`config.mk`:
```
export PLATFORM = sky130hd
export DESIGN_NAME = inst_fetch
export DESIGN_NICKNAME = d
export VERILOG_FILES = /design/src/rtl/cpu_pkg.sv /design/src/rtl/fetch_queue.sv /design/src/rtl/inst_fetch.sv
export SDC_FILE = /design/constraint.sdc
export NUM_CORES = 1
export LEC_CHECK = 0
export CELL_PAD_IN_SITES_DETAIL_PLACEMENT = 0
export CELL_PAD_IN_SITES_GLOBAL_PLACEMENT = 1
export CORE_MARGIN = 8
export CORE_UTILIZATION = 41
export CTS_CLUSTER_DIAMETER = 30
export DETAILED_ROUTE_END_ITERATION = 16
export PLACE_DENSITY_LB_ADDON = 0.1
export RECOVER_POWER = 50
export REMOVE_ABC_BUFFERS = 1
export SYNTH_ARGS = -nofsm -noshare
export SYNTH_HDL_FRONTEND = slang
export SYNTH_SLANG_ARGS = --single-unit
```
`constraint.sdc`:
```
create_clock -name clk -period 2.5 [get_ports clk]
set_input_delay 0.375 -clock clk [delete_from_list [all_inputs] [get_ports clk]]
set_output_delay 0.375 -clock clk [all_outputs]
set_load 0.01 [all_outputs]
```
`src/rtl/cpu_pkg.sv`:
```
// Shared CPU front-end definitions: default widths, reset PC, zero word and
// the fetch-queue entry layout {pc, inst}.
package cpu_pkg;

  localparam int unsigned CPU_ADDR_W   = 32;
  localparam int unsigned CPU_DATA_W   = 32;
  localparam int unsigned CPU_FQ_DEPTH = 4;

  localparam logic [CPU_ADDR_W-1:0] CPU_RESET_PC = 32'h0000_0000;
  localparam logic [CPU_DATA_W-1:0] ZERO_WORD    = 32'h0000_0000;

  typedef struct packed {
    logic [CPU_ADDR_W-1:0] pc;
    logic [CPU_DATA_W-1:0] inst;
  } fq_entry_t;

endpackage : cpu_pkg

```
`src/rtl/fetch_queue.sv`:
```
// Synchronous power-of-two FIFO holding fetched {pc, inst} entries.
// A flush empties it, or keeps only the head entry when keep_head_i is set.
module fetch_queue #(
  parameter int DEPTH = 4,
  parameter int W     = 64
) (
  input  logic                     clk,
  input  logic                     rst,
  input  logic                     push_i,
  input  logic                     pop_i,
  input  logic                     flush_i,
  input  logic                     keep_head_i,
  input  logic [W-1:0]             din_i,
  output logic [W-1:0]             dout_o,
  output logic [$clog2(DEPTH):0]   count_o
);

  localparam int PW = $clog2(DEPTH);
  localparam int CW = PW + 1;
  localparam logic [CW-1:0] DEPTH_C = CW'(DEPTH);
  localparam logic [CW-1:0] CNT_ONE = {{(CW-1){1'b0}}, 1'b1};
  localparam logic [PW-1:0] PTR_ONE = {{(PW-1){1'b0}}, 1'b1};

  logic [W-1:0]  mem_q [DEPTH];
  logic [PW-1:0] rd_ptr_q, rd_ptr_d;
  logic [PW-1:0] wr_ptr_q, wr_ptr_d;
  logic [CW-1:0] count_q, count_d;
  logic          do_push_s;
  logic          do_pop_s;

  // Qualify requests so a misbehaving caller cannot overrun or underrun.
  always_comb begin
    do_pop_s  = 1'b0;
    do_push_s = 1'b0;
    if (flush_i) begin
      do_pop_s  = 1'b0;
      do_push_s = 1'b0;
    end else begin
      do_pop_s  = pop_i && (count_q != {CW{1'b0}});
      do_push_s = push_i && ((count_q != DEPTH_C) || do_pop_s);
    end
  end

  // Next-state pointers and occupancy.
  always_comb begin
    rd_ptr_d = rd_ptr_q;
    wr_ptr_d = wr_ptr_q;
    count_d  = count_q;
    if (flush_i) begin
      if (keep_head_i && (count_q != {CW{1'b0}})) begin
        wr_ptr_d = rd_ptr_q + PTR_ONE;
        count_d  = CNT_ONE;
      end else begin
        wr_ptr_d = rd_ptr_q;
        count_d  = {CW{1'b0}};
      end
    end else begin
      if (do_push_s) begin
        wr_ptr_d = wr_ptr_q + PTR_ONE;
      end else begin
        wr_ptr_d = wr_ptr_q;
      end
      if (do_pop_s) begin
        rd_ptr_d = rd_ptr_q + PTR_ONE;
      end else begin
        rd_ptr_d = rd_ptr_q;
      end
      case ({do_push_s, do_pop_s})
        2'b10:   count_d = count_q + CNT_ONE;
        2'b01:   count_d = count_q - CNT_ONE;
        default: count_d = count_q;
      endcase
    end
  end

  // Pointer and occupancy registers.
  always_ff @(posedge clk) begin
    if (rst) begin
      rd_ptr_q <= {PW{1'b0}};
      wr_ptr_q <= {PW{1'b0}};
      count_q  <= {CW{1'b0}};
    end else begin
      rd_ptr_q <= rd_ptr_d;
      wr_ptr_q <= wr_ptr_d;
      count_q  <= count_d;
    end
  end

  // Entry storage; contents need no reset because occupancy gates visibility.
  always_ff @(posedge clk) begin
    if (do_push_s) begin
      mem_q[wr_ptr_q] <= din_i;
    end
  end

  assign dout_o  = mem_q[rd_ptr_q];
  assign count_o = count_q;

endmodule : fetch_queue

```
`src/rtl/inst_fetch.sv`:
```
// Instruction fetch stage: zero-latency ROM fetch into a small queue feeding decode.
// Define DELAY_SLOT_EN to keep the queue head (delay slot) across a redirect.
module inst_fetch
  import cpu_pkg::*;
#(
  parameter int                 ADDR_W   = CPU_ADDR_W,
  parameter int                 DATA_W   = CPU_DATA_W,
  parameter logic [ADDR_W-1:0]  RESET_PC = ADDR_W'(CPU_RESET_PC),
  parameter int                 FQ_DEPTH = CPU_FQ_DEPTH
) (
  input  logic                        clk,
  input  logic                        rst,
  output logic                        rom_ce,
  output logic [ADDR_W-1:0]           rom_addr,
  input  logic [DATA_W-1:0]           rom_inst,
  input  logic                        redirect_valid,
  input  logic [ADDR_W-1:0]           redirect_pc,
  output logic                        id_valid,
  input  logic                        id_ready,
  output logic [ADDR_W-1:0]           id_pc,
  output logic [DATA_W-1:0]           id_inst,
  output logic [$clog2(FQ_DEPTH):0]   fq_count
);

  localparam int CW = $clog2(FQ_DEPTH) + 1;
  localparam logic [CW-1:0]     DEPTH_C    = CW'(FQ_DEPTH);
  localparam logic [ADDR_W-1:0] ALIGN_MASK = {{(ADDR_W-2){1'b1}}, 2'b00};
  localparam logic [ADDR_W-1:0] PC_STEP    = {{(ADDR_W-3){1'b0}}, 3'b100};

`ifdef DELAY_SLOT_EN
  localparam logic KEEP_HEAD = 1'b1;
`else
  localparam logic KEEP_HEAD = 1'b0;
`endif

  if ((FQ_DEPTH < 2) || ((FQ_DEPTH & (FQ_DEPTH - 1)) != 0)) begin : g_bad_depth
    $error("inst_fetch: FQ_DEPTH must be a power of two and at least 2");
  end

  logic [ADDR_W-1:0]        pc_q, pc_d;
  logic [CW-1:0]            count_s;
  logic [ADDR_W+DATA_W-1:0] head_s;
  logic                     valid_s;
  logic                     pop_s;
  logic                     fetch_s;
  logic                     flush_s;

  // Handshake: decode sees the head unless reset or a redirect is squashing it.
  always_comb begin
    valid_s = 1'b0;
    pop_s   = 1'b0;
    fetch_s = 1'b0;
    flush_s = 1'b0;
    if (rst) begin
      valid_s = 1'b0;
      pop_s   = 1'b0;
      fetch_s = 1'b0;
      flush_s = 1'b0;
    end else if (redirect_valid) begin
      valid_s = 1'b0;
      pop_s   = 1'b0;
      fetch_s = 1'b0;
      flush_s = 1'b1;
    end else begin
      valid_s = (count_s != {CW{1'b0}});
      pop_s   = valid_s && id_ready;
      fetch_s = (count_s < DEPTH_C) || pop_s;
      flush_s = 1'b0;
    end
  end

  // PC next-state: redirect target is forced word-aligned; increment wraps naturally.
  always_comb begin
    pc_d = pc_q;
    if (redirect_valid) begin
      pc_d = redirect_pc & ALIGN_MASK;
    end else if (fetch_s) begin
      pc_d = pc_q + PC_STEP;
    end else begin
      pc_d = pc_q;
    end
  end

  // PC register; reset wins over any concurrent redirect.
  always_ff @(posedge clk) begin
    if (rst) begin
      pc_q <= RESET_PC;
    end else begin
      pc_q <= pc_d;
    end
  end

  fetch_queue #(
    .DEPTH (FQ_DEPTH),
    .W     (ADDR_W + DATA_W)
  ) u_fetch_queue (
    .clk         (clk),
    .rst         (rst),
    .push_i      (fetch_s),
    .pop_i       (pop_s),
    .flush_i     (flush_s),
    .keep_head_i (KEEP_HEAD),
    .din_i       ({pc_q, rom_inst}),
    .dout_o      (head_s),
    .count_o     (count_s)
  );

  assign rom_ce   = fetch_s;
  assign rom_addr = pc_q & ALIGN_MASK;
  assign id_valid = valid_s;
  assign id_pc    = head_s[ADDR_W+DATA_W-1:DATA_W];
  assign id_inst  = head_s[DATA_W-1:0];
  assign fq_count = count_s;

endmodule : inst_fetch

```
Word-level counts from Yosys, hierarchy flattened
Memories as Yosys holds them, arrays and structs flattened. A register that Yosys moved wholly into a read port is not among the register bits.
Index checks and enable logic that the tools add are counted.

word-level totals
  RAM bits = 256
  bits in registers = 39
  input port bits = 68
  ROM bits = 0
  output and inout bits = 101
  memories = 1
  logic and storage cells = 47
  latch bits = 0

operators by class
  multiply operators = 0
  mux-type cells = 19
  shift operators = 0
  bitwise operators = 1
  divide/modulo/power cells = 0
  reduce and logical (&&, ||, !) cells = 12
  equal/unequal tests = 3
  $lt $le $gt $ge = 1
  add/sub/neg operators = 5

memories
  name                 words  width  read ports  clocked after Yosys merged registers in  write ports  line               source
  u_fetch_queue.mem_q  4      64     1           1                                        1            fetch_queue.sv:24  logic [W-1:0] mem_q [DEPTH];

operators with widths
  cell                                                                    number
  32-bit 2-to-1 mux                                                       2
  32-bit by 3-bit adder with 32-bit output (second input constant)        1
  1-bit 2-to-1 mux                                                        12
  2-bit 2-to-1 mux                                                        4
  3-bit case mux with 2 select lines                                      1
  2-bit nonzero test                                                      3
  2-bit by 1-bit adder with 2-bit output (second input constant)          2
  2-bit OR reduction                                                      2
  3-bit by 1-bit adder with 3-bit output (second input constant)          1
  1-bit logical AND                                                       3
  3-bit < comparator (second input constant)                              1
  3-bit inequality test (second input constant)                           1
  3-bit nonzero test                                                      1
  3-bit by 1-bit subtractor with 3-bit output (second input constant)     1
  2-bit by 1-bit equality test with 1-bit output (second input constant)  1
  2-bit equality test (second input constant)                             1
  1-bit logical OR                                                        2
  2-bit AND reduction                                                     1
  1-bit inverter                                                          1

Logic depth before layout (Yosys ltp)
Gate-level depths: netlist (run 1).

  depth after elaboration = 10
  gate-level depth with buffers = 10
  depth with buffers taken out = 8

By module
From an unflattened synthesis (run 1), not the netlist that was laid out.

second synthesis, totals
  cells, all modules = 626
  area, all modules = 11608.6 um2

modules (own cells, without submodules)
  module       seq. area each (um2)  cells an instance  instances  area each (um2)
  fetch_queue  7867.5                410                1          9851.9
  inst_fetch   600.6                 216                1          1756.7

Least setup slack after synthesis (run 1)
Ideal clock, no wire load.

  path kind = input to register
  start point = input id_ready
  end point = memory u_fetch_queue.mem_q[0][0] (enable)
  stages on the path = 3
  data required time = 2.073 ns
  setup time = 0.427 ns
  data arrival time = 2.292 ns
  buffers on the path = 1
  slack = -0.219 ns
  cells stage by stage = nand2b_1 clkbuf_1 and3_1

on the way
  cells in the longest elaborated chain, start to end = 9
  elaborated cells between the ends (all ways) = 12
  those cells by class = mux: 7; reduce/logical: 5

RTL lines
  element                                     line               source
  from (decl)                                 inst_fetch.sv:19   input logic id_ready,
  1-bit logical AND (*)                       inst_fetch.sv:66   pop_s = valid_s && id_ready;
  1-bit 2-to-1 mux                            inst_fetch.sv:59   end else if (redirect_valid) begin
  1-bit 2-to-1 mux                            inst_fetch.sv:54   if (rst) begin
  1-bit logical AND                           fetch_queue.sv:39  do_pop_s = pop_i && (count_q != {CW{1'b0}});
  1-bit logical OR                            fetch_queue.sv:40  do_push_s = push_i && ((count_q != DEPTH_C) || do_pop_s);
  1-bit logical AND (*)                       fetch_queue.sv:40
  1-bit 2-to-1 mux (*)                        fetch_queue.sv:35  if (flush_i) begin
  1-bit 2-to-1 mux (*)                        fetch_queue.sv:91  if (do_push_s) begin
  1-bit 2-to-1 mux (not written as such) (*)  fetch_queue.sv:92  mem_q[wr_ptr_q] <= din_i;
  to (decl)                                   fetch_queue.sv:24

Every way passes the cells marked *; elsewhere a longest branch is shown, timed or not.

==> impl_metrics.csv, run 1 <==
group,metric,value,unit
status,outcome,"complete, no violations",
final_layout,utilization,58.75,%
place,hpwl,17020,um
timing,max_freq,410.0,MHz
synth,yosysTopAreaCellShare,66.79,%
place,routabilityCongestion,0.7930,
worst_setup_path,critPathCaptureType,"primary output",
synth,yosys-top-cells-area,"edfxtp_1 (67%), mux4_2 (13%), dfxtp_1 (7.0%)",
global_route,grt_overflow_total,0,
synth,yosysTopAreaCell,"edfxtp_1",
place,postPlaceCellArea,0.01363,mm^2
synth,ys_seq_area_share,73.79,%
floorplan,die_w,180.9,um
worst_setup_path,cp.arrival,2.06,ns
clock_network,clock_path_buffers,3,
final_layout,layout.nets,939,
min_path,hold_path.class,"input port to register",
clock_network,hold_buffers,0,
synth,synth_area,0.01115,mm^2
synth,ys_ff_latch,287,
power,powerDensity,887.5,mW/mm^2
place,dp_cells,1125,
clock_network,cts_made_buffers,57,
synth,synth_cells,604,
timing,drv_slew,0,
detailed_routing,routedWlPerCell,21.35,um
worst_setup_path,crit_path_max_fanout,13,
timing,max-slew-margin-rel,33.46,%
power,leakage,5.377,nW
detailed_routing,drt_pass1_iterations,5,
global_route,grt_pass1_vias,7129,
clock_network,clk_latency,0.56,ns
detailed_routing,drt_wl_total,26730,um
final_layout,drive_above_1_share,25.38,%
detailed_routing,drc_errors,0,
global_route,grt_usage,16.23,%
clock_network,cts_max_level,2,
power,ir_drop,0.0005781,V
detailed_routing,drtIter0Drc,348,
synth,synth.avg_cell_area,18.46,um^2
clock_network,cts.reportedPaths.clkPinSlew,0.05,ns
timing,skew,0.01304,ns
synth,synth_edf_count,248,
clock_network,cts_tree,"yes",
floorplan,core-area,0.02680,mm^2
floorplan,die_height,180.9,um
job,cap_violations,0,
clock_network,root_buffer,"clkbuf_16",
global_route,grt_pass1_wl,41210,um
synth,synth.most_common_cell,"edfxtp_1",
timing,worst-slew-pin-transition,0.9981,ns
timing,setup_slack,0.06094,ns
worst_setup_path,critPathKind,"register to primary output",
clock_network,clock_sinks,287,
floorplan,fp-row-count,60,
final_layout,design_area,0.01575,mm^2
final_layout,final_cells,1252,
floorplan,dieArea,0.03273,mm^2
timing,report.final.hold_viol_count,0,
synth,synth_common_cells,"edfxtp_1 (248), mux4_2 (62), dfxtp_1 (39)",
final_layout,fillerInstances,2037,
detailed_routing,vias,6577,
detailed_routing,viasPerCell,5.253,
worst_setup_path,crit_required,2.12,ns
power,p_total,13.97,mW
timing,finalCritPeriodShare,97.56,%
worst_setup_path,cp-start-kind,"register",
final_layout,area_growth,41.20,%
place,dp_slack,-0.2338,ns
timing,grt_setup_unrepaired,"yes",
detailed_routing,antenna_left,0,
synth,ys.flop_type,"edfxtp_1",
synth,synth_warnings,0,
floorplan,start_util,41.61,%
synth,async_reset_ff_share,0,%
global_route,grt_start_max_net_pins,51,
floorplan,pin_count,169,
global_route,antenna_found_initial,1,
timing,setup_viol,0,
timing,fin_crit,2.439,ns
place,port_buffers,162,
synth,synth_cell_type_count,50,
[report_power, final]
group	switching (mW)	leakage (nW)	internal, mW	total (mW)
Sequential	0.0732	2.60	5.33	5.41
Combinational	0.307	1.79	0.318	0.625
Clock	2.46	0.987	5.48	7.94
[cells by family after synthesis]
group                    synth area share [%]
flip-flops                              73.79
AND/OR/NAND/NOR                         5.891
multiplexers                            12.81
AO/OA/AOI/OAI                           2.895
buffers and inverters                   1.762
XOR/XNOR                                1.964
adder cells (fa/ha/maj)                0.8528
other                                 0.03363
[layout make-up]
cell class	instances	area [um^2]	area share, %
sequential	287	8235	52.30
multi-input combinational	278	2738	17.39
timing repair buffer	230	2257	14.34
clock buffer	63	1469	9.329
clock inverter	42	579.3	3.679
tap	341	426.7	2.710
inverter	10	37.54	0.2384
antenna	1	2.502	0.01589
[per-layer routing]
layer,global-route usage [%],wire length (um),up-vias
met5,0,0,-
met4,5.192,644,0
met3,3.892,1412,47
met2,27.05,13030,194
met1,20.68,11640,3359
li1,-,-,2977
[through the flow]
| step | hold slack [ns] | setup TNS (ns) |
|---|---|---|
| floorplan | 0.4441 | -103.68 |
| global placement | 0.4743 | -0.1483 |
| detailed placement | 0.4786 | -0.2338 |
| CTS | 0.3553 | 0 |
| global route | 0.3802 | -0.006193 |
| finish | 0.3724 | 0 |
[worst paths after layout]
path / depth (start not counted) / to / slack, ns / from
worst min-delay path: 3 / pc_q[23]$_SDFFE_PP0P_ / 0.37 / redirect_pc[23]
worst max register to register: 8 / u_fetch_queue.count_o[2]$_SDFFE_PP0P_ / 0.27 / u_fetch_queue.count_o[2]$_SDFFE_PP0P_
worst max-delay path: 5 / id_inst[28] / 0.06 / register
worst min register to register: 2 / u_fetch_queue.wr_ptr_q[0]$_SDFFE_PP0P_ / 0.49 / u_fetch_queue.rd_ptr_q[0]$_SDFFE_PP0P_
[state kept, by name, indices dropped and copies added, names as in the netlist, named ones only]
register and cells:
u_fetch_queue.wr_ptr_q 2, u_fetch_queue.mem_q 248, u_fetch_queue.count_o 3, u_fetch_queue.rd_ptr_q 2
pc_q 30
[critical path: stages (launching register included)]
cell     delay [ns]
dfxtp_4        0.43
buf_16         0.17
buf_4          0.13
buf_4          0.11
mux4_2         0.52
buf_6          0.15
[cell usage in the layout, fill, tap and decap left out, types with 3 or more instances in the layout]
cell type        synthesis  layout
nor2_1                  31      31
buf_4                    4      33
inv_1                   10      10
conb_1                   1       4
a21oi_1                 16      16
clkinv_2                 0       6
dfxtp_1                 39      37
xnor2_1                  6       6
o21ai_0                  3       3
a211oi_1                11      11
buf_16                   0       4
clkbuf_2                 0       3
clkinv_1                 0       5
ha_1                     6       6
dlygate4sd3_1            0      32
clkdlybuf4s50_1          0      68
mux4_2                  62      62
or3_1                    3       3
nor3_1                   7       7
buf_2                    7       6
clkbuf_16                0      57
clkinvlp_4               0       6
buf_6                    2       3
clkbuf_1                17      19
nand3_1                 13      13
nand2_1                 34      34
bufinv_16                0      12
a31oi_1                  4       4
dlygate4sd2_1            0      28
inv_6                    0      10
clkdlybuf4s15_1          0      23
edfxtp_1               248     248
and3_1                   8       8
o22ai_1                  3       3
nand4_1                 16      16
buf_12                   0      14
xor2_1                  19      19
[timing repair]
action	4_1_cts	5_1_grt
endpoints found under the setup margin	62	31
endpoints found under the hold margin	0	0
setup buffers	14	5
cloned	3	0
gates resized for setup	97	26
Note: power is estimated with default switching activity, not from simulation.
==> run 2: changes to the inputs <==
Settings changed: ABC_CLOCK_PERIOD_IN_PS set to 2500.
==> results of run 2 <==
Same layout as run 1: the final DEF is identical, and so are final timing and power.
